--- config.mk ---
export PLATFORM = sky130hd
export DESIGN_NAME = id_ex_control_stage
export DESIGN_NICKNAME = d
export VERILOG_FILES = /design/src/rtl/id_ex_control_stage.sv
export SDC_FILE = /design/constraint.sdc
export NUM_CORES = 1
export LEC_CHECK = 0
export CAP_MARGIN = 5
export CORE_UTILIZATION = 38
export DETAILED_ROUTE_END_ITERATION = 7
export GPL_ROUTABILITY_DRIVEN = 0
export PLACE_DENSITY = 0.8
export SLEW_MARGIN = 20
export SYNTH_ARGS = -nofsm -noshare
export SYNTH_HDL_FRONTEND = slang
export SYNTH_SLANG_ARGS = --single-unit
--- constraint.sdc ---
create_clock -name clk -period 1.9 [get_ports clk]
set_input_delay 0.285 -clock clk [delete_from_list [all_inputs] [get_ports clk]]
set_output_delay 0.285 -clock clk [all_outputs]
set_load 0.05 [all_outputs]
--- src/rtl/id_ex_control_stage.sv ---
// ID-stage main control decode for an RV64 subset (add/sub/and/or, ld, sd, beq)
// followed by the ID/EX pipeline register with stall (hold) and flush (bubble).
module id_ex_control_stage #(
  parameter int unsigned XLEN = 64
) (
  input  logic            clk,
  input  logic            rst_n,
  input  logic [31:0]     instr_i,
  input  logic [XLEN-1:0] pc_i,
  input  logic            valid_i,
  input  logic            stall_i,
  input  logic            flush_i,
  output logic            ex_valid_o,
  output logic [1:0]      ex_aluOp_o,
  output logic            ex_aluSrc_o,
  output logic            ex_memRead_o,
  output logic            ex_memWrite_o,
  output logic            ex_regWrite_o,
  output logic            ex_memToReg_o,
  output logic            ex_branch_o,
  output logic [2:0]      ex_funct3_o,
  output logic [6:0]      ex_funct7_o,
  output logic [4:0]      ex_rs1_o,
  output logic [4:0]      ex_rs2_o,
  output logic [4:0]      ex_rd_o,
  output logic [XLEN-1:0] ex_imm_o,
  output logic [XLEN-1:0] ex_pc_o,
  output logic            ex_illegal_o
);

  localparam logic [6:0] OpR   = 7'b0110011;
  localparam logic [6:0] OpLd  = 7'b0000011;
  localparam logic [6:0] OpSd  = 7'b0100011;
  localparam logic [6:0] OpBeq = 7'b1100011;

  localparam logic [1:0] AluAdd   = 2'b00;
  localparam logic [1:0] AluSub   = 2'b01;
  localparam logic [1:0] AluFunct = 2'b10;

  typedef struct packed {
    logic            valid;
    logic [1:0]      alu_op;
    logic            alu_src;
    logic            mem_read;
    logic            mem_write;
    logic            reg_write;
    logic            mem_to_reg;
    logic            branch;
    logic [2:0]      funct3;
    logic [6:0]      funct7;
    logic [4:0]      rs1;
    logic [4:0]      rs2;
    logic [4:0]      rd;
    logic [XLEN-1:0] imm;
    logic [XLEN-1:0] pc;
    logic            illegal;
  } idex_t;

  idex_t      dec;
  idex_t      idex_d;
  idex_t      idex_q;
  logic [6:0] opcode;

  assign opcode = instr_i[6:0];

  // An all-zero record is the bubble; an invalid slot decodes straight to it.
  always_comb begin
    dec = '0;
    if (valid_i) begin
      dec.valid  = 1'b1;
      dec.funct3 = instr_i[14:12];
      dec.funct7 = instr_i[31:25];
      dec.rs1    = instr_i[19:15];
      dec.rs2    = instr_i[24:20];
      dec.rd     = instr_i[11:7];
      dec.pc     = pc_i;
      case (opcode)
        OpR: begin
          dec.alu_op    = AluFunct;
          dec.reg_write = 1'b1;
        end
        OpLd: begin
          dec.alu_op     = AluAdd;
          dec.alu_src    = 1'b1;
          dec.mem_read   = 1'b1;
          dec.reg_write  = 1'b1;
          dec.mem_to_reg = 1'b1;
          dec.imm        = {{(XLEN-12){instr_i[31]}}, instr_i[31:20]};
        end
        OpSd: begin
          dec.alu_op    = AluAdd;
          dec.alu_src   = 1'b1;
          dec.mem_write = 1'b1;
          dec.imm       = {{(XLEN-12){instr_i[31]}}, instr_i[31:25], instr_i[11:7]};
        end
        OpBeq: begin
          dec.alu_op = AluSub;
          dec.branch = 1'b1;
          dec.imm    = {{(XLEN-13){instr_i[31]}}, instr_i[31], instr_i[7],
                        instr_i[30:25], instr_i[11:8], 1'b0};
        end
        default: begin
          // Unsupported opcode travels as a NOP flagged illegal.
          dec.illegal = 1'b1;
        end
      endcase
    end
  end

  always_comb begin
    idex_d = idex_q;
    if (flush_i) begin
      idex_d = '0;
    end else if (!stall_i) begin
      idex_d = dec;
    end
  end

  always_ff @(posedge clk or negedge rst_n) begin
    if (!rst_n) begin
      idex_q <= '0;
    end else begin
      idex_q <= idex_d;
    end
  end

  assign ex_valid_o    = idex_q.valid;
  assign ex_aluOp_o    = idex_q.alu_op;
  assign ex_aluSrc_o   = idex_q.alu_src;
  assign ex_memRead_o  = idex_q.mem_read;
  assign ex_memWrite_o = idex_q.mem_write;
  assign ex_regWrite_o = idex_q.reg_write;
  assign ex_memToReg_o = idex_q.mem_to_reg;
  assign ex_branch_o   = idex_q.branch;
  assign ex_funct3_o   = idex_q.funct3;
  assign ex_funct7_o   = idex_q.funct7;
  assign ex_rs1_o      = idex_q.rs1;
  assign ex_rs2_o      = idex_q.rs2;
  assign ex_rd_o       = idex_q.rd;
  assign ex_imm_o      = idex_q.imm;
  assign ex_pc_o       = idex_q.pc;
  assign ex_illegal_o  = idex_q.illegal;

endmodule
---- Word level (Yosys, flattened, before mapping) ----
Cells that the tools add are included.
Widths: inputs -> output; s select.
cells by class
  muxes and demuxes ....................... 11
  equal/unequal tests ..................... 5
  reductions and logical operators ........ 3
operators by type and width
  operator            count
  $mux 163            3
  $pmux 64 s3         1
  $eq 7x6->1 const B  2
  $eq 7x2->1 const B  1
  $eq 7x7->1 const B  1
  $mux 1              6
  $pmux 2 s2          1
  $reduce_or 2->1     2
  $reduce_or 4->1     1
  $ne 2x1->1 const B  1
storage, ports and cells
  output and inout bits ................... 163
  flip-flop bits (word level) ............. 163
  input bits .............................. 101
  word-level logic and storage cells ...... 35

---- Depth between registers and ports, before layout ----
Gate-level depths: netlist (run 1).
  word-level depth ........................ 6
  depth in mapped cells ................... 5
  mapped depth without buffers ............ 3

---- Worst setup path after synthesis (run 1) ----
Ideal clock, no wire load.
  path type ............................... register -> output
  start ................................... register ex_imm_o[62] (netlist name)
  end ..................................... output port ex_imm_o[13]
  arrival time ............................ 1748 ps
  path buffers ............................ 1
  setup slack ............................. -133 ps
  data required time ...................... 1615 ps
  stages on the path, launching flop included .. 2
  cell sequence ........................... dfrtp_1 buf_4
RTL lines
  element    line  text
  to (decl)  26    output logic [XLEN-1:0] ex_imm_o,

---- Final worst setup path (run 1) ----
  start ................................... register idex_q, in the netlist ex_imm_o[7]
  end ..................................... output port ex_imm_o[7]
RTL lines
  element                 line  text
  from (decl)             61    idex_t idex_q;
  from (signal assigned)  123   idex_q <= idex_d;
No word-level cell between the ends.

==> results.sh, run 1 <==
export IMPL_grt_pass1_wl_mm=20.97
export IMPL_synthTopCellsByArea="dfrtp_1 62%, a22o_1 18%, buf_4 8.7%, buf_2 2.1%, a32o_1 1.8%"
export IMPL_antenna_found_initial=0
export IMPL_row_count=39
export IMPL_root_buffer="clkbuf_16"
export IMPL_criticalPathCategory="flip-flop to primary output"
export IMPL_tightest_slew_ns=0.5635
export IMPL_cap_violations=0
export IMPL_slew_headroom_pct=62.37
export IMPL_layout_commonest_cell="clkdlybuf4s50_1"
export IMPL_core_um2=11520
export IMPL_wl_met3_um=922
export IMPL_ys_types=25
export IMPL_via_count=3630
export IMPL_dp_hpwl_mm=10.24
export IMPL_slew_violations=0
export IMPL_area_delta_synth_final_pct=73.68
export IMPL_top_layer="met4"
export IMPL_clock_skew_ns=0
export IMPL_final_nets=649
export IMPL_crit_path_start_kind="flip-flop"
export IMPL_die_w_um=111.0
export IMPL_die_area_um2=12310
export IMPL_initial_utilization_pct=39.18
export IMPL_drive_above_1_share_pct=19.17
export IMPL_drt_first_pass_iters=7
export IMPL_period_share_pct=96.96
export IMPL_synth_net_count=435
export IMPL_placed_area_um2=7537
export IMPL_min_path_type="primary input to asynchronous set/reset pin"
export IMPL_cp_max_fo=2
export IMPL_insertion_delay_ns=0.33
export IMPL_synth_flop_cell="dfrtp_1"
export IMPL_netlist_area_um2=4512
export IMPL_p_leak_nw=3.509
export IMPL_fin_util_pct=68.05
export IMPL_synth_area_per_cell_um2=13.51
export IMPL_layout_min_cycle_time_ns=1.842
export IMPL_clk_path_buf_depth=2
export IMPL_ys_seq_area_share_pct=61.56
export IMPL_netlist_instances=334
export IMPL_finish_instance_area_um2=7836
export IMPL_crit_buf_inv=1
export IMPL_path_clk_slew_ns=0.07
export IMPL_cts_tree="built"
export IMPL_ant_nets=0
export IMPL_grt_max_degree=55
export IMPL_die_h_um=111.0
export IMPL_violations="DRC"
export IMPL_status="finished with violations"
export IMPL_synth_top_area_share_pct=61.56
export IMPL_async_flop_share_pct=100.0
export IMPL_drc_errors=40
export IMPL_final_cell_mix="199 x clkdlybuf4s50_1, 110 x dfrtp_1, 93 x a22o_1"
export IMPL_ys_warn_count=0
export IMPL_synth_top_cell_by_area="dfrtp_1"
export IMPL_critical_path_top_delay_family="buffers and inverters"
export IMPL_crit_required_ns=1.62
export IMPL_num_antenna_cells=0
export IMPL_portBuffers=263
export IMPL_track_usage_pct=22.23
export IMPL_worstPathCellList="clkdlybuf4s50_1"
export IMPL_setup_viol=0
export IMPL_routed_via_density=5.216
export IMPL_cts_htree_levels=3
export IMPL_synth_edff_count=0
export IMPL_hold_viol=0
export IMPL_wl_per_cell_um=19.39
export IMPL_rsz0062_at_grt="no"
export IMPL_p_per_area_nw_per_um2=663.6
export IMPL_cts_setup_buffers=0
export IMPL_ys_ff_latch=111
export IMPL_wirelength_mm=13.50
export IMPL_drt_iter0_drc=232
export IMPL_dr_wl_met2_mm=6.965
export IMPL_fmax_ghz=0.5428
export IMPL_arrival_ns=1.56
export IMPL_gr_total_overflow=0
export IMPL_io_pins=264
export IMPL_hold_slack_ns=0.4611
export IMPL_max_vdd_ir_drop_v=0.0005106
export IMPL_numCtsBuffers=9
export IMPL_cpPeakStageDelay_ns=0.84
export IMPL_drt_met1_wl_mm=5.116
export IMPL_slowest_stage="clkdlybuf4s50_1"
export IMPL_cp_end_kind="primary output"
export IMPL_cts_sinks=111
export IMPL_power_w=0.005200
export IMPL_grt_pass1_vias=3769
[repair_timing]
item	CTS	global route
hold endpoints to repair	33	0
endpoints found under the setup margin	0	2
resized for setup	0	2
hold buffers	1	0
[path summary, 6_finish.rpt]
| kind | startpoint | endpoint | slack, ns | depth (start not counted) |
|---|---|---|---|---|
| hold reg to reg | ex_valid_o | ex_valid_o | 0.49 | 1 |
| hold / removal | rst_n | ex_pc_o[49] | 0.46 | 2 |
| min in group clk | ex_valid_o | ex_valid_o | 0.49 | 1 |
| setup / recovery | ex_imm_o[7] | ex_imm_o[7] | 0.06 | 1 |
| setup reg to reg | ex_imm_o[62] | ex_imm_o[62] | 0.81 | 2 |
| max in group asynchronous | rst_n | ex_funct3_o[2] | 0.80 | 3 |
[cell type report]
cell class / instances / area, um^2
inverters: 4 / 15.01
flip-flops and latches: 111 / 2779
well taps: 143 / 178.9
fillers: 814 / 3680
multi-input cells: 141 / 1221
clock buffers: 12 / 256.5
clock inverters: 4 / 27.53
repair buffers: 281 / 3358
[metal layers]
layer / global-route usage [%] / vias to the layer above
met3: 4.811 / 34
met2: 38.16 / 197
li1: - / 1614
met1: 26.24 / 1785
met4: 11.42 / 0
met5: 0 / -
[state kept, by name (all words and copies together) (netlist names)]
| name | cells |
|---|---|
| ex_imm_o | 13 |
| ex_regWrite_o | 1 |
| ex_rd_o | 5 |
| ex_aluOp_o | 2 |
| ex_memWrite_o | 1 |
| ex_memToReg_o | 1 |
| ex_funct3_o | 3 |
| ex_valid_o | 1 |
| ex_branch_o | 1 |
| ex_pc_o | 64 |
| ex_rs1_o | 5 |
| ex_funct7_o | 7 |
| ex_rs2_o | 5 |
| ex_aluSrc_o | 1 |
| ex_illegal_o | 1 |
[power breakdown]
group,switching (W),internal (W),total (W)
clock,0.000825,0.000968,0.00179
combinational,0.000513,0.000412,0.000924
sequential,0.0000467,0.00244,0.00248
[synth_stat cells, types with 2 or more instances]
master    count
nor2b_1       3
and2_1        2
buf_2        19
inv_1         4
buf_4        52
a21o_1        2
dfrtp_1     111
nand2_1      11
clkbuf_1      7
nor3b_2       2
nand4_1       5
o211ai_2      4
a22o_1       93
a32o_1        8
[metrics by stage]
stage | worst slack, ns | instances | TNS [ns]
after global routing | 0.01651 | 696 | 0
after CTS | 0.008433 | 696 | 0
after detailed placement | -0.04661 | 679 | -0.07635
after floorplan | 0.3799 | 334 | 0
final | 0.05778 | 696 | 0
after global placement | 0.06950 | 679 | 0
[logic make-up after synthesis]
family | Yosys count | synth area share (%)
DFF | 111 | 61.56
muxes | 1 | 0.2496
and+or+nand+nor | 30 | 4.659
xor gates and xnor gates | 1 | 0.1942
AOI/OAI and AO/OA | 109 | 21.66
buffers and inverters | 82 | 11.67
(Power assumes the default switching activity.)
==> inputs of run 2 (changes only) <==
==> constraint.sdc (replaced) <==
create_clock -name clk -period 1.9 [get_ports clk]
set_input_delay 0.285 -clock clk [delete_from_list [all_inputs] [get_ports clk]]
set_output_delay 0.285 -clock clk [all_outputs]
set_load 0.01 [all_outputs]
==> results.sh, run 2 (synthesized netlist as in run 1, its figures left out) <==
export IMPL_fmax_ghz=0.5429
export IMPL_instances_no_fill=696
export IMPL_wirelength_mm=13.01
export IMPL_max_vdd_ir_drop_v=0.0005011
export IMPL_arrival_ns=1.56
export IMPL_ant_nets=0
export IMPL_initial_utilization_pct=39.18
export IMPL_hold_slack_ns=0.4497
export IMPL_root_buffer="clkbuf_16"
export IMPL_layout_commonest_cell="clkdlybuf4s50_1"
export IMPL_track_usage_pct=21.05
export IMPL_violations="DRC"
export IMPL_die_w_um=111.0
export IMPL_drt_iter0_drc=154
export IMPL_hold_viol=0
export IMPL_antenna_found_initial=0
export IMPL_grt_max_degree=53
export IMPL_cap_violations=0
export IMPL_min_path_type="primary input to asynchronous set/reset pin"
export IMPL_status="finished with violations"
export IMPL_criticalPathCategory="flip-flop to primary output"
export IMPL_p_per_area_nw_per_um2=682.5
export IMPL_layout_min_cycle_time_ns=1.842
export IMPL_final_nets=650
export IMPL_crit_required_ns=1.62
export IMPL_cp_end_kind="primary output"
export IMPL_slowest_stage="clkdlybuf4s50_1"
export IMPL_grt_pass1_vias=3701
export IMPL_crit_path_start_kind="flip-flop"
export IMPL_die_h_um=111.0
export IMPL_drive_above_1_share_pct=7.595
export IMPL_clk_path_buf_depth=2
export IMPL_slew_headroom_pct=63.00
export IMPL_tightest_slew_ns=0.5520
export IMPL_gr_total_overflow=0
export IMPL_drt_first_pass_iters=8
export IMPL_period_share_pct=96.94
export IMPL_final_cell_mix="262 x clkdlybuf4s50_1, 111 x dfrtp_1, 93 x a22o_1"
export IMPL_portBuffers=263
export IMPL_clock_skew_ns=0
export IMPL_grt_pass1_wl_mm=20.04
export IMPL_slew_violations=0
export IMPL_wl_per_cell_um=18.69
export IMPL_cts_sinks=111
export IMPL_num_antenna_cells=0
export IMPL_drc_errors=46
export IMPL_dp_cells=680
export IMPL_row_count=39
export IMPL_numCtsBuffers=9
export IMPL_tns_ns=0
export IMPL_cts_setup_buffers=0
export IMPL_cp_max_fo=52
export IMPL_io_pins=264
export IMPL_insertion_delay_ns=0.33
export IMPL_cts_tree="built"
export IMPL_core_um2=11520
export IMPL_critical_path_top_delay_family="buffers and inverters"
export IMPL_worstPathCellList="buf_12 -> clkdlybuf4s50_1"
export IMPL_dp_hpwl_mm=9.691
export IMPL_setup_viol=0
export IMPL_routed_via_density=5.132
export IMPL_area_delta_synth_final_pct=62.31
export IMPL_path_clk_slew_ns=0.07
export IMPL_cts_htree_levels=3
export IMPL_crit_buf_inv=2
export IMPL_rsz0062_at_grt="no"
export IMPL_via_count=3572
export IMPL_largest_register_ffs=64
export IMPL_die_area_um2=12310
export IMPL_cpPeakStageDelay_ns=0.59
export IMPL_p_leak_nw=3.205
==> run 2: changes by cell type in the layout (fill, tap and decap cells not counted), sizes merged <==
| cell | delta |
|---|---|
| clkinv | -1 |
| buf | -60 |
| bufinv | +1 |
| clkdlybuf4s50 | +63 |
| inv | -1 |
| dlymetal6s2s | -2 |
==> run 2: path summary, 6_finish.rpt <==
kind | from | to | slack (ns) | cells after the start
max in group asynchronous | rst_n | ex_imm_o[4] | 0.78 | 3
min in group clk | ex_aluSrc_o | ex_aluSrc_o | 0.48 | 1
min reg2reg | ex_aluSrc_o | ex_aluSrc_o | 0.48 | 1
max reg2reg | ex_imm_o[11] | ex_imm_o[11] | 0.97 | 2
min | rst_n | ex_funct7_o[5] | 0.45 | 2
max | ex_imm_o[62] | ex_imm_o[35] | 0.06 | 2
==> run 2: layout make-up <==
| cell class | count | area (um^2) |
|---|---|---|
| fill | 886 | 4193 |
| multi-input combinational | 141 | 1221 |
| clock inverter | 3 | 43.79 |
| tap | 143 | 178.9 |
| sequential | 111 | 2778 |
| timing repair buffer | 282 | 2850 |
| clock buffer | 12 | 236.5 |
| inverter | 4 | 15.01 |
==> run 2: timing repair <==
item | in CTS | in global routing
gates resized for setup | 0 | 0
hold endpoints to repair | 34 | 0
hold buffers | 1 | 0
==> run 2: routing by layer <==
metal | vias up | global-route usage, % | part of all wire, %
met4 | 0 | 10.41 | 3.1
met2 | 194 | 37.32 | 52
met1 | 1735 | 24.29 | 39
li1 | 1614 | - | -
met5 | - | 0 | 0
met3 | 29 | 4.101 | 6.2
==> run 2: per-stage QoR <==
step	instance area (um^2)	worst slack (ns)	utilization [%]	total power (W)
after floorplan	4512	0.2193	-	0.002712
after global placement	7033	0.05264	61.07	0.003196
after detailed placement	7033	-0.02891	61.07	0.003212
after CTS	7323	0.03701	63.59	0.005042
after global routing	7323	0.006160	63.59	0.005182
final	7323	0.05813	63.59	0.004998
==> run 2: where the power goes <==
| part | internal, W | switching (W) |
|---|---|---|
| Sequential | 0.00244 | 0.0000463 |
| Clock | 0.00102 | 0.000812 |
| Combinational | 0.000413 | 0.000270 |
| Total | 0.00387 | 0.00113 |
==> inputs of run 3 (changes only) <==
--- a/config.mk
+++ b/config.mk
@@ -7,10 +7,11 @@
 export LEC_CHECK = 0
 export CAP_MARGIN = 5
 export CORE_UTILIZATION = 38
+export CTS_CLUSTER_SIZE = 10
 export DETAILED_ROUTE_END_ITERATION = 7
 export GPL_ROUTABILITY_DRIVEN = 0
 export PLACE_DENSITY = 0.8
-export SLEW_MARGIN = 20
+export RECOVER_POWER = 25
 export SYNTH_ARGS = -nofsm -noshare
 export SYNTH_HDL_FRONTEND = slang
 export SYNTH_SLANG_ARGS = --single-unit
==> results.sh, run 3 (synthesized netlist as in run 1, its figures left out) <==
export IMPL_combinationalPowerShare_pct=13.6
export IMPL_grt_pass1_vias=3701
export IMPL_root_buffer="clkbuf_16"
export IMPL_p_per_area_nw_per_um2=683.5
export IMPL_crit_path_start_kind="flip-flop"
export IMPL_path_clk_slew_ns=0.07
export IMPL_p_leak_nw=3.197
export IMPL_cts_setup_buffers=0
export IMPL_criticalPathCategory="flip-flop to primary output"
export IMPL_portBuffers=263
export IMPL_fillers=892
export IMPL_grt_pass1_wl_mm=20.04
export IMPL_clock_skew_ns=0
export IMPL_final_nets=650
export IMPL_hold_viol=0
export IMPL_grt_max_degree=53
export IMPL_setup_viol=0
export IMPL_gr_total_overflow=0
export IMPL_layout_min_cycle_time_ns=1.842
export IMPL_tightest_slew_ns=0.9109
export IMPL_numCtsBuffers=9
export IMPL_slew_headroom_pct=39.27
export IMPL_dp_hpwl_mm=9.691
export IMPL_power_frac_seq_pct=49.7
export IMPL_layout_commonest_cell="clkdlybuf4s50_1"
export IMPL_num_antenna_cells=0
export IMPL_swShare_pct=22.60
export IMPL_multi_input_area_um2=1221
export IMPL_core_um2=11520
export IMPL_violations="DRC"
export IMPL_antenna_found_initial=0
export IMPL_drt_first_pass_iters=8
export IMPL_worst_r2r_setup_slack_ns=0.97
export IMPL_worst_hold_path_endpoint="ex_aluSrc_o"
export IMPL_track_usage_pct=21.05
export IMPL_crit_required_ns=1.62
export IMPL_worstHoldStart="ex_aluSrc_o"
export IMPL_regArea_um2=2778
export IMPL_finish_instance_area_um2=7308
export IMPL_row_count=39
export IMPL_wirelength_mm=13.03
export IMPL_cts_htree_levels=3
export IMPL_insertion_delay_ns=0.33
export IMPL_rsz0062_at_grt="no"
export IMPL_drc_errors=45
export IMPL_max_vdd_ir_drop_v=0.0005011
export IMPL_cp_max_fo=52
export IMPL_initial_utilization_pct=39.18
export IMPL_arrival_ns=1.56
export IMPL_period_share_pct=96.94
export IMPL_slew_violations=0
export IMPL_cp_end_kind="primary output"
export IMPL_ant_nets=0
export IMPL_cts_repair_resized=0
export IMPL_area_delta_synth_final_pct=61.98
export IMPL_power_switching_w=0.001129
export IMPL_p_int_w=0.003866
export IMPL_drt_iter0_drc=163
export IMPL_final_setup_worst_slack_ns=0.05808
export IMPL_io_pins=264
export IMPL_placed_area_um2=7033
export IMPL_fmax_ghz=0.5429
export IMPL_min_delay_path_depth=1
export IMPL_routed_via_density=5.157
export IMPL_cts_sinks=111
export IMPL_final_cell_mix="262 x clkdlybuf4s50_1, 111 x dfrtp_1, 93 x a22o_1"
export IMPL_largest_register_ffs=64
export IMPL_die_area_um2=12310
export IMPL_cap_violations=0
export IMPL_r2r_start="ex_imm_o[11]"
export IMPL_cts_tree="built"
export IMPL_clk_path_buf_depth=2
export IMPL_crit_start="ex_imm_o[62]"
export IMPL_die_w_um=111.0
export IMPL_ctsHoldBuffers=1
export IMPL_reg2reg_depth=2
export IMPL_preCtsSetupSlack_ns=-0.02891
export IMPL_r2r_end="ex_imm_o[11]"
export IMPL_via_count=3589
export IMPL_status="finished with violations"
export IMPL_die_h_um=111.0
export IMPL_wl_per_cell_um=18.71
export IMPL_clockPowerShare_pct=36.7
export IMPL_min_path_type="flip-flop to flip-flop"
export IMPL_drive_above_1_share_pct=7.414
-- run 3: cell types whose count changed in the layout (fill, tap and decap cells not counted), sizes merged --
cell,change
clkbuf,+3
buf,-3
-- run 3: cell type report --
cell class	instances	area share [%]
Timing Repair Buffer	282	38.79
Sequential cell	111	38.01
Multi-Input combinational cell	141	16.71
Clock buffer	12	3.236
Tap cell	143	2.448
Clock inverter	3	0.5992
Inverter	4	0.2054
-- run 3: worst max path at each step --
stage                   endpoint  cells past startpoint
global route        ex_imm_o[59]                      2
global placement     ex_imm_o[4]                      4
CTS                 ex_imm_o[35]                      2
floorplan           ex_imm_o[13]                      1
finish              ex_imm_o[35]                      2
detailed placement   ex_imm_o[3]                      4
-- run 3: per-stage QoR --
step                      power (W)  instances  util [%]  TNS (ns)  hold WS [ns]
after detailed placement   0.003212        680     61.07  -0.08786        0.2799
after floorplan            0.002712        334         -         0      -0.01059
after global placement     0.003196        680     61.07         0        0.2705
final                      0.004995        696     63.46         0        0.4827
after global routing       0.005178        696     63.46         0        0.4983
after CTS                  0.005042        696     63.59         0        0.4698
-- run 3: routing by layer --
metal	track usage (%)	share of wire [%]	vias up
met5	0	0	-
met4	10.41	3.2	0
met3	4.101	6.3	31
met2	37.32	52	208
met1	24.29	39	1737
li1	-	-	1613
-- run 3: power groups by stage --
| stage | sequential (W) | clock, W | combinational, W |
|---|---|---|---|
| detailed placement | 0.00252 | 0 | 0.000688 |
| global placement | 0.00252 | 0 | 0.000672 |
| finish | 0.00248 | 0.00183 | 0.000679 |
| floorplan | 0.00256 | 0 | 0.000156 |
| CTS | 0.00248 | 0.00187 | 0.000691 |
| global route | 0.00249 | 0.00197 | 0.000722 |
-- run 3: critical path, stage by stage, from the launching register on --
cell,delay (ns)
dfrtp_1,0.40
buf_12,0.22
clkdlybuf4s50_1,0.59
